===== src/rtl/pixel_uart_tx.sv =====
// pixel_uart_tx: serialises one 12-bit pixel as three 8N1/8N2 UART bytes.
// Each channel nibble is sent as the high nibble of its byte, channel 0 first.
module pixel_uart_tx #(
  parameter int UART_CLKRATE_KHZ = 50000,
  parameter int UART_BAUDRATE_HZ = 115200,
  parameter int UART_STOP_BITS   = 1
) (
  input  logic        clk,
  input  logic        rst_n,
  input  logic        pix_valid,
  output logic        pix_ready,
  input  logic [11:0] pix_rgb,
  output logic        uart_tx,
  output logic        busy
);

  // Clock cycles per line bit.
  localparam int DIV   = (UART_CLKRATE_KHZ * 1000) / UART_BAUDRATE_HZ;
  localparam int CNT_W = (DIV > 2) ? $clog2(DIV) : 1;

  generate
    if (DIV < 2) begin : g_div_chk
      $error("pixel_uart_tx: bit period below 2 clock cycles");
    end
    if ((UART_STOP_BITS != 1) && (UART_STOP_BITS != 2)) begin : g_stop_chk
      $error("pixel_uart_tx: UART_STOP_BITS must be 1 or 2");
    end
  endgenerate

  typedef enum logic [1:0] {
    IDLE  = 2'd0,
    START = 2'd1,
    DATA  = 2'd2,
    STOP  = 2'd3
  } state_t;

  state_t             state_q, state_d;
  logic [CNT_W-1:0]   baud_q, baud_d;
  logic [2:0]         bit_q, bit_d;
  logic [1:0]         byte_q, byte_d;
  logic               tx_q, tx_d;
  logic               rdy_en_q;
  logic [11:0]        pix_q;
  logic               accept;
  logic               baud_last;

  // Line level for a data bit: low nibble of every byte is zero, high nibble
  // carries the channel selected by the byte index.
  function automatic logic data_bit(input logic [11:0] px,
                                    input logic [1:0]  byte_i,
                                    input logic [2:0]  bit_i);
    logic [3:0] nib;
    case (byte_i)
      2'd0:    nib = px[3:0];
      2'd1:    nib = px[7:4];
      default: nib = px[11:8];
    endcase
    return bit_i[2] ? nib[bit_i[1:0]] : 1'b0;
  endfunction

  assign accept    = pix_valid & pix_ready;
  assign baud_last = (baud_q == CNT_W'(DIV - 1));
  assign pix_ready = rdy_en_q & (state_q == IDLE);
  assign busy      = (state_q != IDLE);
  assign uart_tx   = tx_q;

  // Ready is held off during reset and enabled from the first edge after release.
  always_ff @(posedge clk or negedge rst_n) begin
    if (!rst_n) begin
      rdy_en_q <= 1'b0;
    end else begin
      rdy_en_q <= 1'b1;
    end
  end

  // Pixel capture on handshake; contents are don't-care until first acceptance.
  always_ff @(posedge clk) begin
    if (accept) begin
      pix_q <= pix_rgb;
    end
  end

  // FSM, counters and registered line output.
  always_ff @(posedge clk or negedge rst_n) begin
    if (!rst_n) begin
      state_q <= IDLE;
      baud_q  <= '0;
      bit_q   <= '0;
      byte_q  <= '0;
      tx_q    <= 1'b1;
    end else begin
      state_q <= state_d;
      baud_q  <= baud_d;
      bit_q   <= bit_d;
      byte_q  <= byte_d;
      tx_q    <= tx_d;
    end
  end

  // Next state, counter updates and the line level for the next cycle.
  always_comb begin
    state_d = state_q;
    baud_d  = baud_q;
    bit_d   = bit_q;
    byte_d  = byte_q;
    tx_d    = tx_q;
    case (state_q)
      IDLE: begin
        tx_d   = 1'b1;
        baud_d = '0;
        bit_d  = '0;
        byte_d = '0;
        if (accept) begin
          state_d = START;
          tx_d    = 1'b0;
        end
      end
      START: begin
        tx_d = 1'b0;
        if (baud_last) begin
          baud_d  = '0;
          state_d = DATA;
          tx_d    = data_bit(pix_q, byte_q, 3'd0);
        end else begin
          baud_d = baud_q + 1'b1;
        end
      end
      DATA: begin
        tx_d = data_bit(pix_q, byte_q, bit_q);
        if (baud_last) begin
          baud_d = '0;
          if (bit_q == 3'd7) begin
            bit_d   = '0;
            state_d = STOP;
            tx_d    = 1'b1;
          end else begin
            bit_d = bit_q + 3'd1;
            tx_d  = data_bit(pix_q, byte_q, bit_q + 3'd1);
          end
        end else begin
          baud_d = baud_q + 1'b1;
        end
      end
      STOP: begin
        tx_d = 1'b1;
        if (baud_last) begin
          baud_d = '0;
          // The bit index doubles as the stop-bit counter.
          if (bit_q == 3'(UART_STOP_BITS - 1)) begin
            bit_d = '0;
            if (byte_q == 2'd2) begin
              byte_d  = '0;
              state_d = IDLE;
            end else begin
              byte_d  = byte_q + 2'd1;
              state_d = START;
              tx_d    = 1'b0;
            end
          end else begin
            bit_d = bit_q + 3'd1;
          end
        end else begin
          baud_d = baud_q + 1'b1;
        end
      end
      default: begin
        state_d = IDLE;
        tx_d    = 1'b1;
      end
    endcase
  end

endmodule

===== config.mk =====
export PLATFORM = sky130hd
export DESIGN_NAME = pixel_uart_tx
export DESIGN_NICKNAME = d
export VERILOG_FILES = /design/src/rtl/pixel_uart_tx.sv
export SDC_FILE = /design/constraint.sdc
export NUM_CORES = 1
export LEC_CHECK = 0
export ABC_AREA = 1
export CELL_PAD_IN_SITES_DETAIL_PLACEMENT = 1
export CELL_PAD_IN_SITES_GLOBAL_PLACEMENT = 1
export CORE_MARGIN = 2
export CORE_UTILIZATION = 40
export CTS_BUF_LIST = sky130_fd_sc_hd__clkbuf_4 sky130_fd_sc_hd__clkbuf_8 sky130_fd_sc_hd__clkbuf_16
export DETAILED_ROUTE_END_ITERATION = 7
export GPL_ROUTABILITY_DRIVEN = 0
export PLACE_DENSITY_LB_ADDON = 0.1
export SYNTH_ARGS = -nofsm -noshare
export SYNTH_HDL_FRONTEND = slang
export SYNTH_SLANG_ARGS = --single-unit

===== constraint.sdc =====
create_clock -name clk -period 2.37 [get_ports clk]
set_input_delay 0.474 -clock clk [delete_from_list [all_inputs] [get_ports clk]]
set_output_delay 0.474 -clock clk [all_outputs]
set_load 0.03 [all_outputs]

==> impl_metrics.py <==
metrics = {
    "route": {
        "route.vias.total": 1236,
        "ant_nets": 0,
        "detail_route.iter0.violations": 35,
        "drt_first_pass_iters": 4,
        "wl_per_cell_um": 14.1,
        "detail_route.vias_per_cell": 4.98,
        "drt-met1-wl_mm": 1.59,
        "route.met3.wl_um": 129,
        "top_layer": "met4",
        "wl_met2_mm": 1.72,
        "detail_route.wirelength_mm": 3.50,
        "drcViolationCount": 0,
    },
    "flow_run": {
        "maxCapViolCount": 0,
    },
    "critical_path": {
        "crit_path_start_kind": "flip-flop",
        "cp.depth": 5,
        "path_delay_family": "buffers and inverters",
        "crit_path_frequent_cell": "inv_1",
        "critPathKind": "reg2out",
        "cp_data_arrival_time_ps": 1700,
        "worst-path-buf-inv": 3,
        "critical_path_required_ps": 1900,
        "r2r.worst_path.cells": 11,
        "critical_path.cell_chain": "inv_1 -> ha_1 -> nand2_1 -> inv_1 -> dlygate4sd2_1",
        "max_stage_delay_cell_worst_path": "dfrtp_1",
        "critical_path.endpoint_type": "output port",
        "critPathMaxFanout": 5,
        "critical-path-max-stage-delay_ps": 420,
    },
    "global_route": {
        "global_route_wire_length_before_repair_mm": 5.96,
        "grt_antenna_before_repair": 0,
        "remaining_global_route_overflow": 0,
        "grt_overall_usage": 0.187,
        "maximum_number_of_pins_on_one_net_before_global_route_repair": 19,
        "first_global_vias": 1305,
    },
    "pwr": {
        "power_frac_clock": 0.209,
        "power.ir.vdd_worst_v": 0.000457,
        "power_density_nw_per_um2": 1000,
        "pwr-share-seq": 0.384,
        "combinationalPowerShare": 0.407,
        "p_switching_uw": 757,
        "p_int_uw": 1150,
        "leakage_component_of_the_power_uw": 0.000875,
        "switching_portion_of_total_power": 0.397,
    },
    "timing": {
        "finalWorstPathRequiredPeriod_ps": 2170,
        "post-route-period-util": 0.917,
        "hold_violations": 0,
        "fin_worst_hold_slack_ps": 503,
        "worst_clock_skew_ps": 4.23,
        "maxSlewViolCount": 0,
        "fmax_ghz": 0.460,
        "totalNegativeSetupSlack_ps": 0,
        "rsz0062_at_grt": "no",
        "setup_violations": 0,
        "layout_setup_ws_ps": 197,
    },
    "floorplan": {
        "starting_density_of_the_core": 0.423,
        "dieArea_sq_um": 4480,
        "io-pin-count": 18,
        "rows": 22,
        "core_sq_um": 3740,
        "die_width_um": 66.9,
        "die_height_um": 66.9,
    },
    "synth": {
        "total_of_flip_flops_plus_latches_after_synthesis": 30,
        "synthDominantCellAreaShare": 0.269,
        "ys_top_cells_by_count": "inv_1, nand2_1, dfrtp_1",
        "synthDistinctLibCells": 29,
        "synth_flop_type": "dfrtp_1",
        "synth_area_sq_um": 1580,
        "ys_async_sr_fraction": 0.600,
        "synthMostInstantiatedCell": "inv_1",
        "synth-edff-count": 12,
        "yosysWarnings": 0,
        "synth.top_cells.by_area": "dfrtp_1, edfxtp_1, ha_1",
        "part_of_the_yosys_area_used_for_sequential_elements": 0.513,
        "avgSynthCellArea_sq_um": 9.10,
        "synth_top_area_cell": "dfrtp_1",
        "synthCells": 174,
        "syn_nets": 199,
    },
    "clock_network": {
        "skew_pair_late_insertion_delay_ps": 280,
        "htreeDepth": 2,
        "clk_pin_slew_worst_paths_ps": 60,
        "cts_tree": "yes",
        "cts_num_sinks": 30,
        "tritoncts.num_buffers": 5,
        "clock_path_buffers": 2,
        "post_cts_hold_buffer_count": 0,
        "cts_root_buf": "clkbuf_8",
    },
    "layout": {
        "finalNonFillerCells": 248,
        "layout.filler_cells": 458,
        "area_growth_pct": 20.4,
        "final_layout_size_suffix_gt1_frac": 0.100,
        "antenna_cells_inserted": 0,
        "finish.net_count": 224,
    },
    "placement": {
        "hpwl_mm": 2.70,
        "place.port_buffers": 17,
        "number_of_placed_instances_taps_included": 240,
        "dpl_worst_slack_ps": 216,
    },
    "worst_hold_path": {
        "hold-path-cell-count": 1,
        "hold_path_class": "reg2reg",
    },
    "run_status": {
        "status": "finished clean",
    },
}
## state kept, by name, indices dropped and copies added (netlist names)
name      flops
state_q       2
pix_q        12
byte_q        2
bit_q         3
uart_tx       1
baud_q        9
rdy_en_q      1
## cells by family (layout without fill, tap and decap cells)
family | Yosys count | after routing | share of synthesized area
other | 1 | 1 | 0.00237
AO/OA/AOI/OAI | 21 | 21 | 0.0814
flip-flops | 30 | 30 | 0.513
adder cells (fa/ha/maj) | 10 | 10 | 0.0791
AND/OR/NAND/NOR | 76 | 76 | 0.232
XOR/XNOR | 2 | 2 | 0.0111
buffers and inverters | 34 | 60 | 0.0814
## per-stage QoR
stage	total power (uW)	util	cell area (sq um)
2_1_floorplan	1280	-	1580
3_3_place_gp	1490	0.487	1820
3_5_place_dp	1540	0.487	1820
4_1_cts	1940	0.509	1910
5_1_grt	2070	0.509	1910
6_report	1900	0.509	1910
## repair_timing
| item | in CTS | in global routing |
|---|---|---|
| endpoints found under the setup margin | 2 | 0 |
| buffers inserted | 0 | 0 |
| gates resized for setup | 2 | 0 |
## final timing paths
path | from | end | slack [ps]
max | state_q[1] | pix_ready | 200
min | baud_q[0] | baud_q[0] | 500
max reg2reg | bit_q[0] | state_q[1] | 670
min reg2reg | baud_q[0] | baud_q[0] | 500
max in group asynchronous | rst_n | uart_tx | 1580
min in group asynchronous | rst_n | baud_q[0] | 530
## power by group through the flow
stage / logic [uW] / clock network, uW / registers, uW
finish: 775 / 398 / 732
global route: 889 / 435 / 746
CTS: 787 / 416 / 733
detailed placement: 794 / 0 / 743
global placement: 756 / 0 / 732
floorplan: 546 / 0 / 735
## routing by layer
layer | global-route usage | vias to the layer above
li1 | - | 615
met1 | 0.223 | 600
met2 | 0.309 | 15
met3 | 0.0659 | 6
met4 | 0.0689 | 0
met5 | 0 | -
## final cells by class
type | count | area (sq um) | share of cell area
well taps | 48 | 60.1 | 0.0315
multi-input cells | 110 | 642 | 0.337
clock inverters | 2 | 8.76 | 0.00460
flip-flops and latches | 30 | 812 | 0.426
inverters | 33 | 124 | 0.0650
repair buffers | 19 | 183 | 0.0959
clock buffers | 6 | 76.3 | 0.0401
## layout by cell type (no fill, tap or decap), drive strengths merged
master / synthesis / final
xor2: 1 / 1
conb: 1 / 1
clkbuf: 0 / 6
nand4: 9 / 9
dfrtp: 17 / 17
dlygate4sd2: 0 / 2
edfxtp: 12 / 12
o211ai: 2 / 2
xnor2: 1 / 1
dfstp: 1 / 1
clkinv: 0 / 2
a211oi: 1 / 1
a21oi: 6 / 6
nand2: 32 / 32
nor2: 16 / 16
inv: 33 / 33
nand3: 11 / 11
nor3b: 2 / 2
nand3b: 1 / 1
and2: 1 / 1
clkdlybuf4s50: 0 / 15
o21ai: 12 / 12
ha: 10 / 10
nor3: 4 / 4
buf: 1 / 2
Note: power is estimated with default switching activity, not from simulation.
